==> config.mk <==
export PLATFORM = sky130hd
export DESIGN_NAME = rx_prbs_accumulator
export DESIGN_NICKNAME = d
export VERILOG_FILES = /design/src/rtl/rx_prbs_accumulator.sv
export SDC_FILE = /design/constraint.sdc
export NUM_CORES = 1
export LEC_CHECK = 0
export BUFFER_PORTS_ARGS = -buffer_cell sky130_fd_sc_hd__buf_2
export CORE_ASPECT_RATIO = 1.25
export CORE_UTILIZATION = 35
export DETAILED_ROUTE_END_ITERATION = 6
export HOLD_SLACK_MARGIN = 0.12
export SETUP_SLACK_MARGIN = 0.5
export SYNTH_ARGS = -nofsm -noshare
export SYNTH_HDL_FRONTEND = slang
export SYNTH_SLANG_ARGS = --single-unit
==> constraint.sdc <==
create_clock -name crx_clk -period 5.26 [get_ports crx_clk]
set_input_delay 0.789 -clock crx_clk [delete_from_list [all_inputs] [get_ports crx_clk]]
set_output_delay 0.789 -clock crx_clk [all_outputs]
set_load 0.005 [all_outputs]
==> src/rtl/rx_prbs_accumulator.sv <==
// PRBS despreader for the receive path. It detects chip edges on ibit_ready and
// accumulates +/- correlation results per branch, publishing one sum per SEQ_LEN chips.
module rx_prbs_accumulator #(
  parameter int         SEQ_LEN   = 255,
  parameter logic [7:0] LFSR_SEED = 8'hFF
) (
  input  logic               crx_clk,
  input  logic               rrx_rst,
  input  logic               erx_en,
  input  logic               ibit_ready,
  input  logic signed [16:0] iresult_0,
  input  logic signed [16:0] iresult_1,
  output logic               ocorr_valid,
  output logic signed [24:0] ocorr_0,
  output logic signed [24:0] ocorr_1,
  output logic [7:0]         ochip_count,
  output logic               obusy
);

  typedef enum logic [0:0] {
    IDLE  = 1'b0,
    ACCUM = 1'b1
  } state_t;

  localparam logic [7:0] LAST_CHIP = 8'(SEQ_LEN - 1);

  state_t             state_r;
  state_t             state_nxt_s;
  logic               ready_q_r;
  logic               chip_r;
  logic signed [16:0] res0_r;
  logic signed [16:0] res1_r;
  logic signed [24:0] acc0_r;
  logic signed [24:0] acc1_r;
  logic [7:0]         lfsr_r;
  logic [7:0]         count_r;

  logic               edge_s;
  logic               take_s;
  logic               last_s;
  logic signed [24:0] ext0_s;
  logic signed [24:0] ext1_s;
  logic signed [24:0] sum0_s;
  logic signed [24:0] sum1_s;
  logic [7:0]         lfsr_nxt_s;

  assign edge_s     = erx_en & ibit_ready & ~ready_q_r;
  // A pending chip is dropped if the block is disabled in the same cycle.
  assign take_s     = erx_en & chip_r;
  assign last_s     = take_s & (count_r == LAST_CHIP);
  assign ext0_s     = {{8{res0_r[16]}}, res0_r};
  assign ext1_s     = {{8{res1_r[16]}}, res1_r};
  assign lfsr_nxt_s = {lfsr_r[6:0], lfsr_r[7] ^ lfsr_r[5] ^ lfsr_r[4] ^ lfsr_r[3]};
  assign obusy      = (state_r == ACCUM);
  assign ochip_count = count_r;

  // Despread: add on chip 1, subtract on chip 0.
  always_comb begin
    sum0_s = acc0_r;
    sum1_s = acc1_r;
    if (lfsr_r[0]) begin
      sum0_s = acc0_r + ext0_s;
      sum1_s = acc1_r + ext1_s;
    end else begin
      sum0_s = acc0_r - ext0_s;
      sum1_s = acc1_r - ext1_s;
    end
  end

  // Next-state logic for the sequence tracker.
  always_comb begin
    state_nxt_s = state_r;
    case (state_r)
      IDLE: begin
        if (take_s && !last_s) begin
          state_nxt_s = ACCUM;
        end else begin
          state_nxt_s = IDLE;
        end
      end
      ACCUM: begin
        if (!erx_en || last_s) begin
          state_nxt_s = IDLE;
        end else begin
          state_nxt_s = ACCUM;
        end
      end
      default: state_nxt_s = IDLE;
    endcase
  end

  // State register.
  always_ff @(posedge crx_clk or posedge rrx_rst) begin
    if (rrx_rst) begin
      state_r <= IDLE;
    end else begin
      state_r <= state_nxt_s;
    end
  end

  // Edge detector; the chip's correlation values are captured with the edge.
  always_ff @(posedge crx_clk or posedge rrx_rst) begin
    if (rrx_rst) begin
      ready_q_r <= 1'b0;
      chip_r    <= 1'b0;
      res0_r    <= 17'sd0;
      res1_r    <= 17'sd0;
    end else if (!erx_en) begin
      ready_q_r <= 1'b0;
      chip_r    <= 1'b0;
      res0_r    <= 17'sd0;
      res1_r    <= 17'sd0;
    end else begin
      ready_q_r <= ibit_ready;
      chip_r    <= edge_s;
      if (edge_s) begin
        res0_r <= iresult_0;
        res1_r <= iresult_1;
      end
    end
  end

  // Accumulators, chip counter, LFSR and published result.
  always_ff @(posedge crx_clk or posedge rrx_rst) begin
    if (rrx_rst) begin
      acc0_r      <= 25'sd0;
      acc1_r      <= 25'sd0;
      count_r     <= 8'd0;
      lfsr_r      <= LFSR_SEED;
      ocorr_valid <= 1'b0;
      ocorr_0     <= 25'sd0;
      ocorr_1     <= 25'sd0;
    end else begin
      ocorr_valid <= 1'b0;
      if (!erx_en) begin
        acc0_r  <= 25'sd0;
        acc1_r  <= 25'sd0;
        count_r <= 8'd0;
        lfsr_r  <= LFSR_SEED;
      end else if (last_s) begin
        ocorr_0     <= sum0_s;
        ocorr_1     <= sum1_s;
        ocorr_valid <= 1'b1;
        acc0_r      <= 25'sd0;
        acc1_r      <= 25'sd0;
        count_r     <= 8'd0;
        lfsr_r      <= LFSR_SEED;
      end else if (take_s) begin
        acc0_r  <= sum0_s;
        acc1_r  <= sum1_s;
        count_r <= count_r + 8'd1;
        lfsr_r  <= lfsr_nxt_s;
      end
    end
  end

endmodule
==> run_summary.xml, run 1 <==
<?xml version="1.0" encoding="UTF-8"?>
<metrics>
  <group name="timing">
    <metric name="final_critical_period" unit="ns">4.26</metric>
    <metric name="report.final.slew_viol_count" unit="">0</metric>
    <metric name="worst_slew_pin_slew" unit="ns">1.09</metric>
    <metric name="setup_violations" unit="">0</metric>
    <metric name="final_hold_fails" unit="">0</metric>
    <metric name="rsz_0062_raised_after_global_routing" unit="">false</metric>
    <metric name="final.period_utilization" unit="%">81.1</metric>
    <metric name="max_freq" unit="MHz">235</metric>
    <metric name="final.setup_skew" unit="ns">0.0194</metric>
    <metric name="slew-limit-headroom" unit="%">26.8</metric>
    <metric name="fin_tns_setup" unit="ns">0</metric>
  </group>
  <group name="setup_path">
    <metric name="critPathLaunchType" unit="">register</metric>
    <metric name="critPathRequiredTime" unit="ns">5.58</metric>
    <metric name="worst-endpoint-arrival" unit="ns">4.59</metric>
    <metric name="timing.reg2reg.worst_path_depth" unit="">14</metric>
    <metric name="r2r_start" unit="">res1_r[2]</metric>
    <metric name="crit-reg2reg-capture" unit="">acc1_r[24]</metric>
    <metric name="setup.worst_path.class" unit="">reg2reg</metric>
    <metric name="cp_cell_sequence" unit="">nor3_1 &gt; nand4_1 &gt; nor2_1 &gt; nand2_1 &gt; o21ai_0 &gt; nand2_1 &gt; ha_1 &gt; a2111oi_1 &gt; o21ai_0 &gt; a41oi_1 &gt; mux2i_1 &gt; a21oi_1 &gt; o21ai_0 &gt; a32o_1</metric>
    <metric name="crit_path_frequent_cell" unit="">sky130_fd_sc_hd__o21ai_0</metric>
    <metric name="worst-r2r-setup-slack" unit="ns">1.0</metric>
    <metric name="timing.critical_path.slowest_cell_delay" unit="ns">0.47</metric>
    <metric name="cp_max_fanout" unit="">8</metric>
    <metric name="timing.critical_path.slowest_stage_cell" unit="">sky130_fd_sc_hd__a2111oi_1</metric>
    <metric name="critPathCaptureType" unit="">register</metric>
  </group>
  <group name="drt">
    <metric name="dr_total_vias" unit="">7575</metric>
    <metric name="initialDrtViolationCount" unit="">503</metric>
    <metric name="via_per_inst" unit="">5.22</metric>
    <metric name="routedLengthMet1" unit="um">10500</metric>
    <metric name="wl_per_cell" unit="um">16.2</metric>
    <metric name="met3WireLength" unit="um">693</metric>
    <metric name="routed_wl" unit="um">23600</metric>
    <metric name="topRoutingLayerUsed" unit="">met4</metric>
    <metric name="first_pass_iters" unit="">5</metric>
    <metric name="wl_met2" unit="um">11800</metric>
    <metric name="residual_drc_count" unit="">0</metric>
    <metric name="detail-route-antenna-nets" unit="">0</metric>
  </group>
  <group name="clocking">
    <metric name="cts.path.max_buffers" unit="">2</metric>
    <metric name="clock_latency" unit="ns">0.44</metric>
    <metric name="clock-sinks" unit="">154</metric>
    <metric name="cts_post_setup_buffers_inserted" unit="">0</metric>
    <metric name="tritoncts" unit="">built</metric>
    <metric name="cts.clk_slew.worst_paths" unit="ns">0.07</metric>
    <metric name="hold_buffers" unit="">0</metric>
    <metric name="cts-htree-levels" unit="">4</metric>
    <metric name="cts-buffers-inserted" unit="">17</metric>
    <metric name="cts.root.buffer_cell" unit="">sky130_fd_sc_hd__clkbuf_16</metric>
    <metric name="cts_resized" unit="">0</metric>
  </group>
  <group name="global_route">
    <metric name="grt_pass1_wl" unit="um">39000</metric>
    <metric name="grt_remaining_overflow" unit="">0</metric>
    <metric name="grt_pass1_vias" unit="">7675</metric>
    <metric name="global_route.usage.total" unit="%">18.3</metric>
    <metric name="grt_start_max_net_pins" unit="">155</metric>
    <metric name="grt_antenna_before_repair" unit="">0</metric>
  </group>
  <group name="floorplan">
    <metric name="initial_util" unit="%">35.5</metric>
    <metric name="fp.dieArea" unit="um^2">27100</metric>
    <metric name="core_footprint" unit="um^2">26000</metric>
    <metric name="row_count" unit="">66</metric>
    <metric name="die_y" unit="um">184</metric>
    <metric name="design.portCount" unit="">98</metric>
    <metric name="dieWidth" unit="um">147</metric>
  </group>
  <group name="synthesis">
    <metric name="synth_top_area_cell" unit="">sky130_fd_sc_hd__dfrtp_1</metric>
    <metric name="postSynthCellCount" unit="">1029</metric>
    <metric name="synth_async_sr_flop_share" unit="%">100</metric>
    <metric name="synth_enable_flop_cells" unit="">0</metric>
    <metric name="postSynthRegisterBits" unit="">154</metric>
    <metric name="synthDominantCellAreaShare" unit="%">39.5</metric>
    <metric name="synth_area" unit="um^2">9240</metric>
    <metric name="synth_top_cells_by_area" unit="">sky130_fd_sc_hd__dfrtp_1 (40%), sky130_fd_sc_hd__nand2_1 (9.2%), sky130_fd_sc_hd__ha_1 (7.3%)</metric>
    <metric name="syn_avg_cell_area" unit="um^2">8.98</metric>
    <metric name="mappedNetlistNets" unit="">1123</metric>
    <metric name="synthFlopType" unit="">sky130_fd_sc_hd__dfrtp_1</metric>
    <metric name="synthesis.yosys.warnings" unit="">0</metric>
    <metric name="unique_cell_type_count_in_the_yosys_netlist" unit="">65</metric>
    <metric name="seq_area_frac_synth" unit="%">41.8</metric>
  </group>
  <group name="flow_run">
    <metric name="maxCapViolCount" unit="">0</metric>
  </group>
  <group name="placement">
    <metric name="place_congestion" unit="">0.921</metric>
    <metric name="numPlacedInstances" unit="">1419</metric>
    <metric name="portBuffers" unit="">97</metric>
    <metric name="hpwl_after_detailed_placement" unit="um">16600</metric>
  </group>
  <group name="finish">
    <metric name="post_route_cells_drive_above_1_share" unit="%">16.1</metric>
    <metric name="num_antenna_cells" unit="">0</metric>
    <metric name="synthToLayoutAreaGrowth" unit="%">14.3</metric>
    <metric name="fill_cells" unit="">2623</metric>
    <metric name="stdcell_count" unit="">1451</metric>
    <metric name="nets" unit="">1192</metric>
  </group>
  <group name="pwr">
    <metric name="vdd_drop_max" unit="V">0.000228</metric>
    <metric name="powerDensity" unit="nW/um^2">288</metric>
    <metric name="cellLeakagePower" unit="nW">5.46</metric>
  </group>
  <group name="min_path">
    <metric name="timing.hold.worst_endpoint" unit="">ocorr_0[6]</metric>
    <metric name="hp-class" unit="">reg2reg</metric>
    <metric name="hold_start" unit="">ocorr_0[6]</metric>
    <metric name="worstHoldPathCells" unit="">2</metric>
  </group>
  <group name="outcome">
    <metric name="status" unit="">finished clean</metric>
  </group>
</metrics>
[registers in the layout, summed over array words and instances, names as in the netlist, 8 cells and up]
| signal | cells |
|---|---|
| ochip_count | 8 |
| res0_r | 17 |
| acc1_r | 25 |
| ocorr_1 | 25 |
| acc0_r | 25 |
| ocorr_0 | 25 |
| res1_r | 17 |
| lfsr_r | 8 |
[report_power, final]
part / leakage [nW] / internal, mW / switching [mW]
combinational: 3.11 / 0.205 / 0.351
clock: 0.262 / 0.661 / 0.547
sequential: 2.09 / 1.23 / 0.0468
[critical path: cells and delay by family (launching register included)]
kind / cells / cell delay [ns]
DFF: 1 / 0.43
AOI/OAI and AO/OA: 7 / 2.07
and+or+nand+nor: 5 / 1.10
adders and majority gates: 1 / 0.40
muxes: 1 / 0.15
[cell type report]
type | count | area [um^2] | area share, %
Clock buffer | 18 | 429 | 4.06
Multi-Input combinational cell | 794 | 5050 | 47.8
Timing Repair Buffer | 104 | 551 | 5.21
Inverter | 27 | 105 | 0.995
Clock inverter | 14 | 136 | 1.29
Sequential cell | 154 | 3860 | 36.6
Tap cell | 340 | 425 | 4.03
[cell families (layout without fill, tap and decap cells)]
kind of cell,count (synthesis),count (layout),synth area share (%)
flip-flops,154,154,41.8
AND/OR/NAND/NOR,354,354,16.5
multiplexers,24,24,2.90
adder cells (fa/ha/maj),56,56,7.75
AO/OA/AOI/OAI,282,282,19.9
buffers and inverters,81,163,3.76
XOR/XNOR,78,78,7.39
[layer usage]
metal	vias to the layer above	global-route usage [%]
met5	-	0
met4	0	8.04
met3	37	2.53
met2	166	32.1
met1	3614	22.2
li1	3758	-
[synthesized netlist by cell type, types with 15 or more instances]
cell / number
sky130_fd_sc_hd__a21oi_1: 60
sky130_fd_sc_hd__nor2_1: 52
sky130_fd_sc_hd__a21o_1: 30
sky130_fd_sc_hd__nand2_1: 226
sky130_fd_sc_hd__dfrtp_1: 146
sky130_fd_sc_hd__o21ai_0: 85
sky130_fd_sc_hd__clkbuf_1: 45
sky130_fd_sc_hd__xnor2_1: 28
sky130_fd_sc_hd__a22o_1: 41
sky130_fd_sc_hd__xor2_1: 50
sky130_fd_sc_hd__mux2_2: 18
sky130_fd_sc_hd__nand3_1: 15
sky130_fd_sc_hd__inv_1: 26
sky130_fd_sc_hd__ha_1: 54
[through the flow]
step	hold WS [ns]	setup slack (ns)	utilization, %	cell area (um^2)	total power, mW
CTS	0.471	1.03	40.6	10600	3.08
global placement	0.456	1.20	38.4	9990	1.84
detailed placement	0.457	1.07	38.4	9990	1.85
floorplan	0.456	1.53	-	9240	1.71
finish	0.464	0.997	40.6	10600	3.04
global route	0.483	0.602	40.6	10600	3.18
[worst max path at each step]
| stage | from | to | slack, ns | cells past startpoint |
|---|---|---|---|---|
| 6_report | res1_r[2] | acc1_r[24] | 1.0 | 14 |
| 2_1_floorplan | res0_r[5] | acc0_r[24] | 1.53 | 13 |
| 3_5_place_dp | res1_r[2] | acc1_r[24] | 1.07 | 14 |
| 3_3_place_gp | res1_r[2] | acc1_r[24] | 1.20 | 14 |
| 5_1_grt | res1_r[2] | acc1_r[24] | 0.60 | 14 |
| 4_1_cts | res1_r[2] | acc1_r[24] | 1.03 | 14 |
[layout by cell type (no fill, tap or decap), types with 8 or more instances in the layout]
| master | instances |
|---|---|
| sky130_fd_sc_hd__clkbuf_16 | 17 |
| sky130_fd_sc_hd__a21o_1 | 30 |
| sky130_fd_sc_hd__nor3_1 | 10 |
| sky130_fd_sc_hd__buf_2 | 97 |
| sky130_fd_sc_hd__dfstp_2 | 8 |
| sky130_fd_sc_hd__dfrtp_1 | 146 |
| sky130_fd_sc_hd__nor2_1 | 51 |
| sky130_fd_sc_hd__a22o_1 | 41 |
| sky130_fd_sc_hd__nand3_1 | 14 |
| sky130_fd_sc_hd__nand4_1 | 14 |
| sky130_fd_sc_hd__inv_1 | 25 |
| sky130_fd_sc_hd__mux2_2 | 18 |
| sky130_fd_sc_hd__o21ai_0 | 85 |
| sky130_fd_sc_hd__a21oi_1 | 60 |
| sky130_fd_sc_hd__a31oi_1 | 14 |
| sky130_fd_sc_hd__nand2_1 | 226 |
| sky130_fd_sc_hd__xnor2_1 | 28 |
| sky130_fd_sc_hd__xor2_1 | 50 |
| sky130_fd_sc_hd__ha_1 | 54 |
No activity file was read; power rests on OpenSTA's default activity.
==> run 2: changes to the inputs <==
- clock period: 5.26 -> 3.6 ns (I/O delays scaled with it)
==> run 2 against run 1 <==
  * Sequential cell count unchanged
  * Routed wire length grew 15%
  * Hold slack worse by 0.17 ns
  * Clock power is 51% higher
  * Sequential power grew 46%
  * Core utilization increased by 8.4 points
  * Non-clock buffer count rose by 130
  * Clock skew down 0.0074 ns
  * Via count up 8.1%
  * Largest power group unchanged
  * Fmax is 19% higher
  * Die area unchanged
  * Combinational power rose by 130%
==> run_summary.xml, run 2 (synthesis results as in run 1) <==
<?xml version="1.0" encoding="UTF-8"?>
<metrics>
  <group name="outcome">
    <metric name="status" unit="">finished clean</metric>
  </group>
  <group name="finish">
    <metric name="layout_common_cells" unit="">sky130_fd_sc_hd__nand2_1 (212), sky130_fd_sc_hd__dfrtp_1 (142), sky130_fd_sc_hd__buf_4 (111)</metric>
    <metric name="fill_cells" unit="">2422</metric>
    <metric name="layout.cells.most_common" unit="">sky130_fd_sc_hd__nand2_1</metric>
    <metric name="multi_input_comb_area" unit="um^2">6090</metric>
    <metric name="post_route_cells_drive_above_1_share" unit="%">36.3</metric>
    <metric name="synthToLayoutAreaGrowth" unit="%">37.9</metric>
    <metric name="nets" unit="">1322</metric>
    <metric name="num_antenna_cells" unit="">0</metric>
    <metric name="sequential_cell_area" unit="um^2">3870</metric>
  </group>
  <group name="clocking">
    <metric name="cts.path.max_buffers" unit="">2</metric>
    <metric name="clock-sinks" unit="">154</metric>
    <metric name="cts-htree-levels" unit="">4</metric>
    <metric name="cts-buffers-inserted" unit="">17</metric>
    <metric name="tritoncts" unit="">built</metric>
    <metric name="clock_latency" unit="ns">0.44</metric>
    <metric name="cts.root.buffer_cell" unit="">sky130_fd_sc_hd__clkbuf_16</metric>
    <metric name="cts.clk_slew.worst_paths" unit="ns">0.07</metric>
  </group>
  <group name="timing">
    <metric name="max_freq" unit="MHz">280</metric>
    <metric name="final_hold_fails" unit="">0</metric>
    <metric name="final.setup_skew" unit="ns">0.0120</metric>
    <metric name="rsz_0062_raised_after_global_routing" unit="">true</metric>
    <metric name="fin_worst_hold_slack" unit="ns">0.296</metric>
    <metric name="slew-limit-headroom" unit="%">31.2</metric>
    <metric name="setup_violations" unit="">0</metric>
    <metric name="worst_slew_pin_slew" unit="ns">1.03</metric>
    <metric name="report.final.slew_viol_count" unit="">0</metric>
    <metric name="timing.final.ws_setup" unit="ns">0.0316</metric>
    <metric name="final.period_utilization" unit="%">99.1</metric>
    <metric name="final_critical_period" unit="ns">3.57</metric>
  </group>
  <group name="setup_path">
    <metric name="timing.critical_path.slowest_cell_delay" unit="ns">0.56</metric>
    <metric name="timing.critical_path.slowest_stage_cell" unit="">sky130_fd_sc_hd__or4_4</metric>
    <metric name="crit_path_frequent_cell" unit="">sky130_fd_sc_hd__buf_4</metric>
    <metric name="r2r_start" unit="">res0_r[6]</metric>
    <metric name="crit-reg2reg-capture" unit="">ocorr_0[23]</metric>
    <metric name="critPathCaptureType" unit="">register</metric>
    <metric name="worst-r2r-setup-slack" unit="ns">0.03</metric>
    <metric name="worst-endpoint-arrival" unit="ns">3.89</metric>
    <metric name="cp.buffers_inverters" unit="">2</metric>
    <metric name="cp_cell_sequence" unit="">or4_4 &gt; nor4_4 &gt; buf_4 &gt; a21oi_4 &gt; xnor2_2 &gt; ha_1 &gt; a21o_1 &gt; a211o_1 &gt; a31oi_2 &gt; o41ai_2 &gt; buf_4 &gt; a311oi_2 &gt; xnor2_1 &gt; mux2_4</metric>
    <metric name="critPathLaunchType" unit="">register</metric>
    <metric name="cp_max_fanout" unit="">3</metric>
    <metric name="timing.reg2reg.worst_path_depth" unit="">14</metric>
    <metric name="critical_path.top_delay_family" unit="">compound AO/OA/AOI/OAI gates</metric>
    <metric name="setup.worst_path.class" unit="">reg2reg</metric>
    <metric name="critPathRequiredTime" unit="ns">3.92</metric>
  </group>
  <group name="placement">
    <metric name="place_congestion" unit="">0.902</metric>
    <metric name="hpwl_after_detailed_placement" unit="um">18400</metric>
    <metric name="dp_worst_setup_slack" unit="ns">-0.0553</metric>
    <metric name="portBuffers" unit="">97</metric>
  </group>
  <group name="global_route">
    <metric name="grt_pass1_wl" unit="um">42500</metric>
    <metric name="global_route.usage.total" unit="%">20.1</metric>
    <metric name="grt_pass1_vias" unit="">8210</metric>
    <metric name="grt_remaining_overflow" unit="">0</metric>
    <metric name="grt_start_max_net_pins" unit="">107</metric>
    <metric name="grt_antenna_before_repair" unit="">0</metric>
  </group>
  <group name="drt">
    <metric name="first_pass_iters" unit="">6</metric>
    <metric name="dr_total_vias" unit="">8187</metric>
    <metric name="residual_drc_count" unit="">0</metric>
    <metric name="detail-route-antenna-nets" unit="">0</metric>
    <metric name="wl_per_cell" unit="um">17.1</metric>
    <metric name="initialDrtViolationCount" unit="">344</metric>
    <metric name="routed_wl" unit="um">27000</metric>
    <metric name="via_per_inst" unit="">5.18</metric>
  </group>
  <group name="floorplan">
    <metric name="row_count" unit="">66</metric>
    <metric name="fp.dieArea" unit="um^2">27100</metric>
    <metric name="initial_util" unit="%">35.5</metric>
    <metric name="die_y" unit="um">184</metric>
    <metric name="core_footprint" unit="um^2">26000</metric>
    <metric name="dieWidth" unit="um">147</metric>
    <metric name="design.portCount" unit="">98</metric>
  </group>
  <group name="flow_run">
    <metric name="maxCapViolCount" unit="">0</metric>
  </group>
  <group name="min_path">
    <metric name="worstHoldPathCells" unit="">3</metric>
    <metric name="hold_start" unit="">iresult_1[9]</metric>
    <metric name="timing.hold.worst_endpoint" unit="">res1_r[9]</metric>
    <metric name="hp-class" unit="">in2reg</metric>
  </group>
  <group name="pwr">
    <metric name="cellLeakagePower" unit="nW">6.42</metric>
    <metric name="vdd_drop_max" unit="V">0.000328</metric>
    <metric name="powerDensity" unit="nW/um^2">391</metric>
  </group>
</metrics>
-- run 2: final cells by class --
class                   count  area share [%]
clock buffers              18            3.37
well taps                 340            3.34
clock inverters            14            1.25
inverters                  27           0.825
multi-input cells         794            47.8
flip-flops and latches    154            30.4
repair buffers            234            13.1
-- run 2: worst register-to-register path, cell delays in order (launching register included) --
cell                       delay, ns
sky130_fd_sc_hd__dfrtp_1        0.37
sky130_fd_sc_hd__or4_4          0.56
sky130_fd_sc_hd__nor4_4         0.24
sky130_fd_sc_hd__buf_4          0.18
sky130_fd_sc_hd__a21oi_4        0.06
sky130_fd_sc_hd__xnor2_2        0.13
sky130_fd_sc_hd__ha_1           0.30
sky130_fd_sc_hd__a21o_1         0.16
sky130_fd_sc_hd__a211o_1        0.32
sky130_fd_sc_hd__a31oi_2        0.21
sky130_fd_sc_hd__o41ai_2        0.10
sky130_fd_sc_hd__buf_4          0.15
sky130_fd_sc_hd__a311oi_2       0.28
sky130_fd_sc_hd__xnor2_1        0.13
sky130_fd_sc_hd__mux2_4         0.26
-- run 2: per-layer routing --
| metal | vias to the layer above | global-route usage [%] | wire (um) |
|---|---|---|---|
| met4 | 0 | 7.67 | 772 |
| met2 | 135 | 37.3 | 14500 |
| li1 | 4014 | - | - |
| met1 | 3992 | 23.1 | 11200 |
| met5 | - | 0 | 0 |
| met3 | 46 | 2.70 | 606 |
-- run 2: worst max-delay path by stage --
stage,startpoint,to,slack (ns),cells after the start
5_1_grt,res0_r[6],ocorr_0[23],-0.11,14
3_3_place_gp,res0_r[5],acc0_r[24],-0.01,12
2_1_floorplan,res0_r[5],ocorr_0[23],0.08,14
6_report,res0_r[6],ocorr_0[23],0.03,14
3_5_place_dp,res0_r[5],acc0_r[24],-0.06,12
4_1_cts,res0_r[5],acc0_r[24],0.05,12
-- run 2: repair_timing --
action                                 in CTS  in global routing
pin swaps                                  62                 76
hold buffers                                1                  0
gates cloned                                0                  1
setup buffers                              45                 33
setup endpoints to repair                  44                 58
resized for setup                         115                 90
endpoints found under the hold margin       2                  0
-- run 2: metrics by stage --
| stage | cell area (um^2) | instances | power [mW] | util, % | TNS, ns |
|---|---|---|---|---|---|
| after floorplan | 9380 | 1029 | 2.53 | - | 0 |
| after global placement | 10500 | 1469 | 2.81 | 40.3 | -0.0123 |
| after detailed placement | 10500 | 1469 | 2.81 | 40.3 | -0.0553 |
| after CTS | 12000 | 1547 | 4.86 | 46.2 | 0 |
| after global routing | 12700 | 1581 | 5.21 | 49.0 | -0.435 |
| final | 12700 | 1581 | 4.98 | 49.0 | 0 |
-- run 2: where the power goes --
part / switching, mW / internal, mW
clock network: 0.792 / 1.03
registers: 0.0653 / 1.79
logic: 0.705 / 0.592
